$ cat src/rtl/jt12_bus_master.sv
// jt12_bus_master: queues (part, reg, val) writes and replays each one on the
// jt12 CPU bus as an address write followed by a data write. After the data
// write it polls status bit 7 until the chip reports ready.
// Ports: clk, rst_n (async, active low), cen (bus clock enable)
//   cmd_valid/cmd_ready/cmd_part/cmd_reg/cmd_val : command FIFO input
//   flush : drop every queued command that is not yet in flight
//   ym_addr/ym_din/ym_cs_n/ym_wr_n : chip bus, ym_dout : chip status
//   busy, timeout_err (sticky), level : status
module jt12_bus_master #(
  parameter int AW       = 4,
  parameter int STRB     = 2,
  parameter int POLL_MAX = 64
) (
  input  logic        clk,
  input  logic        rst_n,
  input  logic        cen,
  input  logic        cmd_valid,
  output logic        cmd_ready,
  input  logic        cmd_part,
  input  logic [7:0]  cmd_reg,
  input  logic [7:0]  cmd_val,
  input  logic        flush,
  output logic [1:0]  ym_addr,
  output logic [7:0]  ym_din,
  output logic        ym_cs_n,
  output logic        ym_wr_n,
  input  logic [7:0]  ym_dout,
  output logic        busy,
  output logic        timeout_err,
  output logic [AW:0] level
);

  localparam int DEPTH = 1 << AW;

  typedef enum logic [2:0] {
    IDLE, A_STB, A_REL, D_STB, D_REL, P_RD, P_CHK
  } state_t;

  logic [16:0]   mem [DEPTH];
  logic [AW-1:0] wptr, rptr;
  logic [16:0]   head;
  logic          empty, push, pop;

  state_t        state, nxt;
  logic [3:0]    cnt;
  logic [7:0]    pcnt;
  logic          st_busy;
  logic          h_part;
  logic [7:0]    h_reg, h_val;
  logic          c_part;
  logic [7:0]    c_reg, c_val;
  logic [1:0]    n_addr;
  logic [7:0]    n_din;
  logic          n_cs_n, n_wr_n;
  logic          strb_done, last_poll;
  logic          unused_ok;

  assign empty     = (level == '0);
  assign cmd_ready = ~level[AW];
  assign push      = cmd_valid & ~level[AW] & ~flush;
  assign pop       = cen & (state == IDLE) & (nxt == A_STB);
  assign head      = mem[rptr];
  assign busy      = (state != IDLE) | ~empty;
  assign unused_ok = ^ym_dout[6:0];

  // In IDLE the command being launched is still the FIFO head; it lands
  // in the holding register on the same edge the first strobe starts.
  assign c_part = (state == IDLE) ? head[16]    : h_part;
  assign c_reg  = (state == IDLE) ? head[15:8]  : h_reg;
  assign c_val  = (state == IDLE) ? head[7:0]   : h_val;

  assign strb_done = (cnt == 4'(STRB - 1));
  assign last_poll = (pcnt + 8'd1 == 8'(POLL_MAX));

  always_ff @(posedge clk) begin
    if (push) mem[wptr] <= {cmd_part, cmd_reg, cmd_val};
  end

  always_ff @(posedge clk or negedge rst_n) begin
    if (!rst_n) begin
      wptr  <= '0;
      rptr  <= '0;
      level <= '0;
    end else if (flush) begin
      wptr  <= '0;
      rptr  <= '0;
      level <= '0;
    end else begin
      if (push) wptr <= wptr + AW'(1);
      if (pop)  rptr <= rptr + AW'(1);
      if (push & ~pop)
        level <= level + (AW+1)'(1);
      else if (pop & ~push)
        level <= level - (AW+1)'(1);
    end
  end

  always_ff @(posedge clk or negedge rst_n) begin
    if (!rst_n) begin
      state       <= IDLE;
      cnt         <= '0;
      pcnt        <= '0;
      st_busy     <= 1'b0;
      h_part      <= 1'b0;
      h_reg       <= '0;
      h_val       <= '0;
      ym_addr     <= '0;
      ym_din      <= '0;
      ym_cs_n     <= 1'b1;
      ym_wr_n     <= 1'b1;
      timeout_err <= 1'b0;
    end else if (cen) begin
      state <= nxt;
      cnt   <= (nxt != state) ? 4'd0 : cnt + 4'd1;
      if (pop) begin
        h_part <= head[16];
        h_reg  <= head[15:8];
        h_val  <= head[7:0];
      end
      if (state == D_REL)
        pcnt <= '0;
      else if (state == P_CHK && nxt == P_RD)
        pcnt <= pcnt + 8'd1;
      if (state == P_RD)
        st_busy <= ym_dout[7];
      if (state == P_CHK && st_busy && last_poll)
        timeout_err <= 1'b1;
      ym_addr <= n_addr;
      ym_din  <= n_din;
      ym_cs_n <= n_cs_n;
      ym_wr_n <= n_wr_n;
    end
  end

  always_comb begin
    nxt = state;
    unique case (state)
      IDLE:  if (!empty && !flush) nxt = A_STB;
      A_STB: if (strb_done) nxt = A_REL;
      A_REL: nxt = D_STB;
      D_STB: if (strb_done) nxt = D_REL;
      D_REL: nxt = P_RD;
      P_RD:  nxt = P_CHK;
      P_CHK: nxt = (!st_busy || last_poll) ? IDLE : P_RD;
      default: nxt = IDLE;
    endcase
  end

  // Bus values are computed from the next state and registered, so cs_n
  // and wr_n switch on the same edge and never glitch.
  always_comb begin
    n_addr = ym_addr;
    n_din  = ym_din;
    n_cs_n = 1'b1;
    n_wr_n = 1'b1;
    unique case (nxt)
      A_STB: begin
        n_addr = {c_part, 1'b0};
        n_din  = c_reg;
        n_cs_n = 1'b0;
        n_wr_n = 1'b0;
      end
      D_STB: begin
        n_addr = {c_part, 1'b1};
        n_din  = c_val;
        n_cs_n = 1'b0;
        n_wr_n = 1'b0;
      end
      P_RD: begin
        n_addr = 2'b00;
        n_cs_n = 1'b0;
      end
      default: ;
    endcase
  end

endmodule
$ cat config.mk
export PLATFORM = sky130hd
export DESIGN_NAME = jt12_bus_master
export DESIGN_NICKNAME = d
export VERILOG_FILES = /design/src/rtl/jt12_bus_master.sv
export SDC_FILE = /design/constraint.sdc
export NUM_CORES = 1
export LEC_CHECK = 0
export CORE_ASPECT_RATIO = 0.6
export CORE_MARGIN = 5
export CORE_UTILIZATION = 40
export CTS_BUF_LIST = sky130_fd_sc_hd__clkbuf_4 sky130_fd_sc_hd__clkbuf_8 sky130_fd_sc_hd__clkbuf_16
export DETAILED_ROUTE_END_ITERATION = 7
export GPL_TIMING_DRIVEN = 1
export PLACE_DENSITY = 0.63
export RECOVER_POWER = 25
export SYNTH_ARGS = -nofsm -noshare
export SYNTH_HDL_FRONTEND = slang
export SYNTH_SLANG_ARGS = --single-unit
export TNS_END_PERCENT = 100
$ cat constraint.sdc
create_clock -name clk -period 4.85 [get_ports clk]
set_input_delay 0.7275 -clock clk [delete_from_list [all_inputs] [get_ports clk]]
set_output_delay 0.7275 -clock clk [all_outputs]
set_load 0.05 [all_outputs]
-- Word-level counts from Yosys, hierarchy flattened
Memory sizes are Yosys's and may differ from the RTL's.
Index checks and enable logic that the tools add are counted.
- add/subtract/negate cells: 6
- multiply operators: 0
- div/mod/pow operators: 0
- magnitude comparators: 0
- eq/ne operators: 12
- shift-type cells: 0
- mux-type cells: 24
- bitwise gates (word level): 12
- reductions and logical operators: 25
- operators by type and width (operator ; count):
    8-bit two-way mux ; 4
    3-bit one-hot mux with 7 select lines ; 1
    4-bit two-way mux ; 5
    8-bit one-hot mux with 2 select lines ; 1
    5-bit two-way mux ; 3
    4-bit by 1-bit adder with 4-bit output (second input constant) ; 3
    3-bit equality test (second input constant) ; 4
    3-bit two-way mux ; 4
    2-bit AND reduction ; 6
    3-bit by 2-bit equality test with 1-bit output (second input constant) ; 3
    3-bit nonzero test ; 3
    8-bit by 1-bit adder with 8-bit output (second input constant) ; 1
    8-bit by 7-bit equality test with 1-bit output (second input constant) ; 1
    2-bit nonzero test ; 4
    1-bit bitwise AND ; 6
    3-bit by 1-bit equality test with 1-bit output (second input constant) ; 2
    2-bit one-hot mux with 3 select lines ; 1
    5-bit by 1-bit adder with 5-bit output (second input constant) ; 1
    5-bit zero test ; 1
    1-bit two-way mux ; 5
    1-bit inverter ; 5
    5-bit by 1-bit subtractor with 5-bit output (second input constant) ; 1
    4-bit by 1-bit equality test with 1-bit output (second input constant) ; 1
    1-bit logical AND ; 4
    7 further kinds ; 9
- bits in registers: 59
- bits in latches: 0
- RAM bits: 272
- memory bits (read-only): 0
- input bits: 30
- output and inout bits: 20
- logic and storage cells: 95
- memories kept: 1
- memory list (memory ; depth ; bits a word ; rd ports ; clocked after Yosys merged registers in ; write ports ; RTL line ; RTL):
    mem ; 16 ; 17 ; 1 ; 0 ; 1 ; 39 ; logic [16:0] mem [DEPTH];

-- Longest topological paths before layout
Gate-level depths: netlist (run 1).
- word-level depth: 11
- gate-level depth with buffers: 12
- gate-level depth less buffers: 11

-- Worst setup path after synthesis (run 1)
No wires, ideal clock.
- kind: register to register
- from: reg level[0]
- to: reg level[4]
- setup time: 0.136 ns
- data arrival time: 2.770 ns
- required time: 4.714 ns
- path slack: 1.944 ns
- stages on the path, launching flop included: 13
- buffers on the path: 1
- clock period less this slack: 2.906 ns
- cell sequence: dfrtp_1 > nor3_1 > a21oi_1 > and3_1 > buf_2 > nor2_1 > nand2_1 > fa_1 > a21o_1 > a21oi_1 > o21ai_0 > nand3_1 > o21ai_0
- word-level cells in the longest chain between the ends: 11
- elaborated cells between the ends (all ways): 16
- those cells by class: add/sub (2); eq/ne (1); mux (5); bitwise (4); reduce/logical (4)
- RTL lines (element ; RTL line ; RTL):
    start, declared ; 30 ; output logic [AW:0] level
    start signal, assigned ; 92 ; level <= level + (AW+1)'(1);
    start signal, assigned ; 94 ; level <= level - (AW+1)'(1);
    5-bit zero test ; 58 ; assign empty = (level == '0);
    1-bit zero test ; 138 ; IDLE: if (!empty && !flush) nxt = A_STB;
    1-bit logical AND ; 138 ;
    3-bit two-way mux ; 138 ;
    3-bit one-hot mux with 7 select lines ; 137 ; unique case (state)
    3-bit by 1-bit equality test with 1-bit output ; 61 ; assign pop = cen & (state == IDLE) & (nxt == A_STB);
    1-bit bitwise AND ; 61 ;
    1-bit inverter ; 91 ; if (push & ~pop)
    1-bit bitwise AND ; 91 ;
    5-bit two-way mux ; 91 ;
    5-bit two-way mux ; 84 ; end else if (flush) begin
Several ways; a longest one is shown, not always the timed one. The select of a mux whose other input is x is not followed.
A chain may end at the register's enable or synchronous reset.

-- Worst setup path after layout (run 1)
- from: reg state[1]
- to: out busy
- word-level cells in the longest chain between the ends: 2
- RTL lines (element ; RTL line ; RTL):
    start, declared ; 44 ; state_t state, nxt;
    start signal, assigned ; 113 ; state <= nxt;
    3-bit nonzero test ; 63 ; assign busy = (state != IDLE) | ~empty;
    1-bit OR ; 63 ;
    end, declared ; 28 ; output logic busy,
Every way passes these cells.

==> qor.yml, run 1 <==
seq_area_frac_synth_pct: 71.2
stdcell_area_um2: 15700
cts-htree-levels: 1
drv_slew: 36
max_stage_delay_ns: 0.72
port_buffers: 42
path_class: "reg2out"
ir_drop_uv: 280
grt_start_max_net_pins: 48
syn2layout_area_growth_pct: 15.7
wl_met2_um: 12700
grt_pass1_vias: 7039
cts_resized: 0
dp.cells: 1258
violations: "max-capacitance violations, max-slew violations"
synth.ff_latch_count: 331
diodes: 0
setup_viol: 0
fin_cells: 1311
drive_gt1_share_pct: 22.9
cts_tree: "built"
synth_top_family_by_area: "multiplexers"
std_cell_rows: 52
synth_flop_cell: "edfxtp_1"
critPathMaxFanout: 13
track_usage_pct: 15.8
post-route-min-period_ns: 3.20
clkSinkCount: 331
cp_cell_sequence: "nor3_1 > buf_4 > nand3_1 > clkdlybuf4s50_1"
root_buffer: "clkbuf_16"
place_ws_ns: 1.23
routed_wl_um: 29900
fin_skew_ns: 0.0101
synth_compound_area_share_pct: 4.21
grt_pass1_wl_um: 45300
clock.fmax_mhz: 312
clkLatencyLatePin_ns: 0.57
hold_ws_ns: 0.466
dieArea_um2: 37800
clk_pin_slew_ns: 0.07
start_util_pct: 40.4
async_flop_share_pct: 17.8
drtPass1Iterations: 5
power.leakage_nw: 5.23
yosys.cell_types.count: 64
setup-tns-final_ns: 0
routedWlPerCell_um: 22.8
syn_avg_cell_area_um2: 17.7
synth_edf_count: 272
yosysWarningCount: 0
slowest_stage: "clkdlybuf4s50_1"
post_cts_buffers: 0
largest_reg_flops: 272
antenna_found_initial: 1
syn_nets: 810
multi_input_area_um2: 3700
synth.cell_area_um2: 13500
hold_buffers: 0
cp-end-kind: "output pin"
synthAdderAreaFrac_pct: 1.35
largest_register: "mem"
met3_length_um: 1950
required_ns: 4.12
postRouteAntennaNets: 0
clock_path_buffers: 3
top_layer: "met5"
die_h_um: 153
max_slew_margin_pct: -28.8
cts_buffers: 29
avgViaCountPerCell: 5.48
crit_arrival_ns: 2.48
ioPinCount: 50
dr.first_iter.drc_count: 847
hp-class: "reg2reg"
crit_path_start_kind: "flop"
powerDensity_nw_per_um2: 470
drc: 0
regArea_um2: 9650
dieWidth_um: 248
nFillCells: 2869
rsz0062_at_grt: "no"
syn_inst: 766
hold_violations: 0
tightest_slew_ns: 1.93
core_um2: 33600
timing.final.crit_share_pct: 66.1
outcome: "complete, but fails checks"
setup_ws_ns: 1.65
met1Wirelength_um: 14800
globalRouteOverflowTotal: 0
drv_cap: 1
placed_area_um2: 14600
gp_congestion: 0.777
nets: 874
place_hpwl_um: 18200
yosys.area_share.simple_pct: 6.03
vias: 7184
synthXorXnorAreaFrac_pct: 0.711
synthMuxAreaShare_pct: 14.7
placed cells by master, fill, tap and decap left out, drive strengths merged, types with 2 or more instances in the layout:
master           n
buf             30
o311ai           4
o22ai           10
nand3b           2
o21ai           17
a22oi            2
nor3             4
and3b            7
a21o             7
ha              13
nor3b            3
edfxtp         272
dfrtp           57
nand2b           3
clkbuf          37
nand4            4
a21oi           18
inv             12
nand3           11
and3             4
nand2           71
o41ai            7
o221ai           2
a31oi            3
or2              2
mux4            76
dfstp            2
dlygate4sd3      9
clkdlybuf4s50   32
mux2i           16
xor2             7
bufinv           5
clkinv          12
nor2b            4
mux2            10
o31ai            3
xnor2            4
nor2            50
o211ai           3
critical path, delay by kind of cell (launching register included):
family | cells | cell delay, ns
buffers and inverters | 2 | 0.98
DFF | 1 | 0.53
and+or+nand+nor | 2 | 0.40
synth_stat cells (all sizes together) (4+ instances only):
| cell | count | area share (%) |
|---|---|---|
| a21o | 7 | 0.39 |
| a21oi | 18 | 0.66 |
| and3 | 4 | 0.26 |
| and3b | 7 | 0.45 |
| buf | 21 | 0.92 |
| clkbuf | 19 | 0.53 |
| dfrtp | 57 | 11 |
| edfxtp | 272 | 60 |
| ha | 13 | 1.2 |
| inv | 10 | 0.28 |
| mux2 | 10 | 0.83 |
| mux2i | 16 | 1.3 |
| mux4 | 76 | 13 |
| nand2 | 71 | 2.0 |
| nand3 | 11 | 0.41 |
| nand4 | 4 | 0.18 |
| nor2 | 50 | 1.4 |
| nor2b | 4 | 0.18 |
| nor3 | 4 | 0.15 |
| o21ai | 17 | 0.63 |
| o22ai | 10 | 0.46 |
| o311ai | 4 | 0.31 |
| o41ai | 7 | 0.45 |
| xnor2 | 4 | 0.26 |
| xor2 | 7 | 0.45 |
cells by family (layout without fill, tap and decap cells):
group | count (synthesis) | count (layout)
buf+inv | 51 | 137
xor+xnor | 11 | 11
compound gates | 84 | 84
flops | 331 | 331
simple gates | 173 | 173
mux | 102 | 102
fa+ha+maj | 14 | 14
worst paths after layout:
path,to,cells after the start,slack [ns],startpoint
hold reg to reg,timeout_err,1,0.47,timeout_err
setup reg to reg,level[4],12,1.78,level[0]
min in group asynchronous,h_val[1],1,0.48,rst_n
hold / removal,timeout_err,1,0.47,timeout_err
setup / recovery,busy,4,1.65,state[1]
max in group asynchronous,rptr[0],2,1.67,rst_n
final cells by class:
| cell class | instances | area share [%] |
|---|---|---|
| sequential | 331 | 61.6 |
| multi-input combinational | 384 | 23.6 |
| clock buffer | 35 | 5.19 |
| timing repair buffer | 73 | 4.18 |
| tap | 459 | 3.66 |
| clock inverter | 18 | 1.49 |
| inverter | 11 | 0.263 |
metrics by stage:
| step | power (W) | util [%] |
|---|---|---|
| after global routing | 0.00769 | 46.7 |
| after global placement | 0.00488 | 43.6 |
| final | 0.00736 | 46.7 |
| after floorplan | 0.00445 | - |
| after detailed placement | 0.00491 | 43.6 |
| after CTS | 0.00742 | 46.7 |
layer usage:
layer  global-route usage [%]  vias to the layer above
met4                     2.43                        2
met1                     26.2                     3766
li1                         -                     3151
met3                     2.73                       32
met5                        0                        -
met2                     22.4                      233
power by group:
group	internal, W	switching, W	total, W
Clock	0.00147	0.00105	0.00252
Sequential	0.00331	0.000199	0.00350
Combinational	0.000519	0.000823	0.00134
Total	0.00529	0.00207	0.00736
No activity file was read; power rests on OpenSTA's default activity.
==> inputs of run 2 (changes only) <==
--- a/config.mk
+++ b/config.mk
@@ -11,7 +11,7 @@
 export CTS_BUF_LIST = sky130_fd_sc_hd__clkbuf_4 sky130_fd_sc_hd__clkbuf_8 sky130_fd_sc_hd__clkbuf_16
 export DETAILED_ROUTE_END_ITERATION = 7
 export GPL_TIMING_DRIVEN = 1
-export PLACE_DENSITY = 0.63
+export PLACE_DENSITY = 0.65
 export RECOVER_POWER = 25
 export SYNTH_ARGS = -nofsm -noshare
 export SYNTH_HDL_FRONTEND = slang
==> constraint.sdc (replaced) <==
create_clock -name clk -period 2.75 [get_ports clk]
set_input_delay 0.4125 -clock clk [delete_from_list [all_inputs] [get_ports clk]]
set_output_delay 0.4125 -clock clk [all_outputs]
set_load 0.05 [all_outputs]
==> run 2 against run 1 <==
Effect of this change: the flow now finishes without violations; sequential share of layout area down 1.2 points; highest routed layer is now met4; clock power up 75%; via count up 0.29%.
==> qor.yml, run 2 (synthesis gave the netlist of run 1 again) <==
place_hpwl_um: 19000  # +4.2%
antenna_found_initial: 0  # -1
path_class: "reg2reg"
drtPass1Iterations: 5  # unchanged
swShare_pct: 27.4  # -0.75 points
cp-end-kind: "flop"
crit_top_cell: "o21ai_0"
drc: 0  # unchanged
slowest_stage: "dfrtp_2"
final_common_cell: "edfxtp_1"
ir_drop_uv: 484  # +73%
root_buffer: "clkbuf_16"
setup_viol: 0  # unchanged
hp-class: "reg2reg"
post_cts_buffers: 0  # unchanged
syn2layout_area_growth_pct: 18.0
power.leakage_nw: 5.38  # +2.8%
postRouteAntennaNets: 0  # unchanged
final_util_pct: 47.6  # +0.94 points
hold_violations: 0  # unchanged
grt_start_max_net_pins: 30  # -38%
dr.first_iter.drc_count: 557  # -34%
rsz0062_at_grt: "no"
nets: 902  # +3.2%
hold_ws_ns: 0.474  # +0.00832 ns
std_cell_rows: 52  # unchanged
cts_buffers: 29  # unchanged
die_h_um: 153  # unchanged
track_usage_pct: 16.0  # +0.11 points
routed_wl_um: 30000  # +0.51%
core_um2: 33600  # unchanged
grt_pass1_wl_um: 45700  # +0.81%
ioPinCount: 50  # unchanged
r2r_start: "level[0]"
diodes: 0  # unchanged
globalRouteOverflowTotal: 0  # unchanged
max_slew_margin_pct: 28.1  # +57 points
timing.rr.end: "level[4]"
vias: 7205  # +0.29%
max_stage_delay_ns: 0.46  # -0.26 ns
clock.fmax_mhz: 401
drv_cap: 0  # -1
reg2reg_slack_ns: 0.26  # -1.52 ns
pwr-share-clk_pct: 33.7  # -0.5 points
min-delay-start: "timeout_err"
start_util_pct: 40.4  # unchanged
internal_power_w: 0.00949  # +79%
mostFrequentLayoutCells: "edfxtp_1 (272), mux4_2 (76), nand2_1 (71)"
clkLatencyLatePin_ns: 0.56  # about the same
gp_congestion: 0.806  # +3.7%
clkSinkCount: 331  # unchanged
grt_pass1_vias: 7117  # +1.1%
setup-tns-final_ns: 0  # unchanged
clock_path_buffers: 3  # unchanged
seq_power_share_pct: 46.8  # -0.8 points
critPathMaxFanout: 7  # -6
timing.final.crit_share_pct: 90.6
dieWidth_um: 248  # unchanged
crit_path_start_kind: "flop"
fin_skew_ns: 0.0134  # +0.00333 ns
routedWlPerCell_um: 22.4  # -1.6%
reg2reg_depth: 11  # -1
cts-htree-levels: 1  # unchanged
required_ns: 3.18  # -0.94 ns
avgViaCountPerCell: 5.38  # -1.8%
drive_gt1_share_pct: 25.6  # +2.7 points
min_to: "timeout_err"
dieArea_um2: 37800  # unchanged
tightest_slew_ns: 1.08  # -0.853 ns
pwr-share-comb_pct: 19.5  # +1.3 points
crit_arrival_ns: 2.92  # +0.44 ns
largest_reg_flops: 272  # unchanged
powerDensity_nw_per_um2: 818  # +74%
post-route-min-period_ns: 2.49
power.switching_w: 0.00358  # +73%
port_buffers: 42  # unchanged
outcome: "completed"
cts_tree: "built"
cp_cell_sequence: "nor3_2 > a21oi_1 > and3_1 > nor2_1 > nand2_1 > fa_1 > a21o_1 > a21oi_2 > o21ai_0 > nand3_1 > o21ai_0"
drv_slew: 0  # -100%
largest_register: "mem"
min_path_cells: 1  # unchanged
clk_pin_slew_ns: 0.07  # about the same
run 2: changes by cell type in the layout (fill, tap and decap cells not counted), moves of 2 or more:
| cell | delta |
|---|---|
| buf_12 | +8 |
| buf_4 | +21 |
| bufinv_16 | +2 |
| clkbuf_4 | +5 |
| clkbuf_8 | -4 |
| clkdlybuf4s50_1 | -3 |
| clkinv_1 | +5 |
| clkinv_2 | -6 |
| dfrtp_1 | -4 |
| dfrtp_2 | +4 |
| dlygate4sd3_1 | +3 |
run 2: area by class of cell:
type,count,area [µm²]
Multi-Input combinational cell,384,3710
Timing Repair Buffer,101,970
Inverter,11,41.3
Clock buffer,35,771
Sequential cell,331,9660
Tap cell,459,574
Fill cell,2789,17600
Clock inverter,18,263
run 2: power by group through the flow:
stage          Sequential (W)  Clock [W]  Combinational (W)
2_1_floorplan         0.00652          0            0.00133
3_3_place_gp          0.00621          0            0.00251
3_5_place_dp          0.00622          0            0.00255
4_1_cts               0.00612    0.00450            0.00256
5_1_grt               0.00616    0.00469            0.00278
6_report              0.00612    0.00441            0.00255
run 2: worst max-delay path by stage:
stage	start	to	slack, ns	cells after the start
6_report	level[0]	level[4]	0.26	11
5_1_grt	level[0]	level[4]	0.02	11
4_1_cts	level[0]	level[4]	0.20	11
3_5_place_dp	flush	level[4]	0.02	11
3_3_place_gp	flush	level[4]	0.04	11
2_1_floorplan	level[2]	level[4]	0.001	12
run 2: layer usage:
metal	part of all wire, %	vias to the layer above	track usage (%)
li1	-	3207	-
met1	47	3705	25.0
met2	44	255	23.2
met3	7.7	38	3.91
met4	1.6	0	2.56
met5	0	-	0
run 2: timing repair:
item	4_1_cts	5_1_grt
gates resized for setup	0	1
hold buffers	1	0
endpoints found under the hold margin	17	0
setup endpoints to repair	0	1
run 2: through the flow:
step / worst slack, ns / total power, W / cells / area (µm²)
floorplan: 0.00139 / 0.00786 / 766 / 13600
global placement: 0.0438 / 0.00872 / 1285 / 14900
detailed placement: 0.0225 / 0.00877 / 1285 / 14900
CTS: 0.203 / 0.0132 / 1339 / 16000
global route: 0.0213 / 0.0136 / 1339 / 16000
finish: 0.259 / 0.0131 / 1339 / 16000
run 2: worst max-delay path, delay by kind of cell, from the launching register on:
kind / cells / cell delay [ns]
adders and majority gates: 1 / 0.44
AOI/OAI and AO/OA: 5 / 0.68
DFF: 1 / 0.46
and+or+nand+nor: 5 / 0.81
==> inputs of run 3 (changes only) <==
--- a/config.mk
+++ b/config.mk
@@ -10,7 +10,7 @@
 export CORE_UTILIZATION = 40
 export CTS_BUF_LIST = sky130_fd_sc_hd__clkbuf_4 sky130_fd_sc_hd__clkbuf_8 sky130_fd_sc_hd__clkbuf_16
 export DETAILED_ROUTE_END_ITERATION = 7
-export GPL_TIMING_DRIVEN = 1
+export HOLD_SLACK_MARGIN = 0.05
 export PLACE_DENSITY = 0.65
 export RECOVER_POWER = 25
 export SYNTH_ARGS = -nofsm -noshare
==> results of run 3 <==
Same layout as run 2: the final DEF is identical, and so are final timing and power.
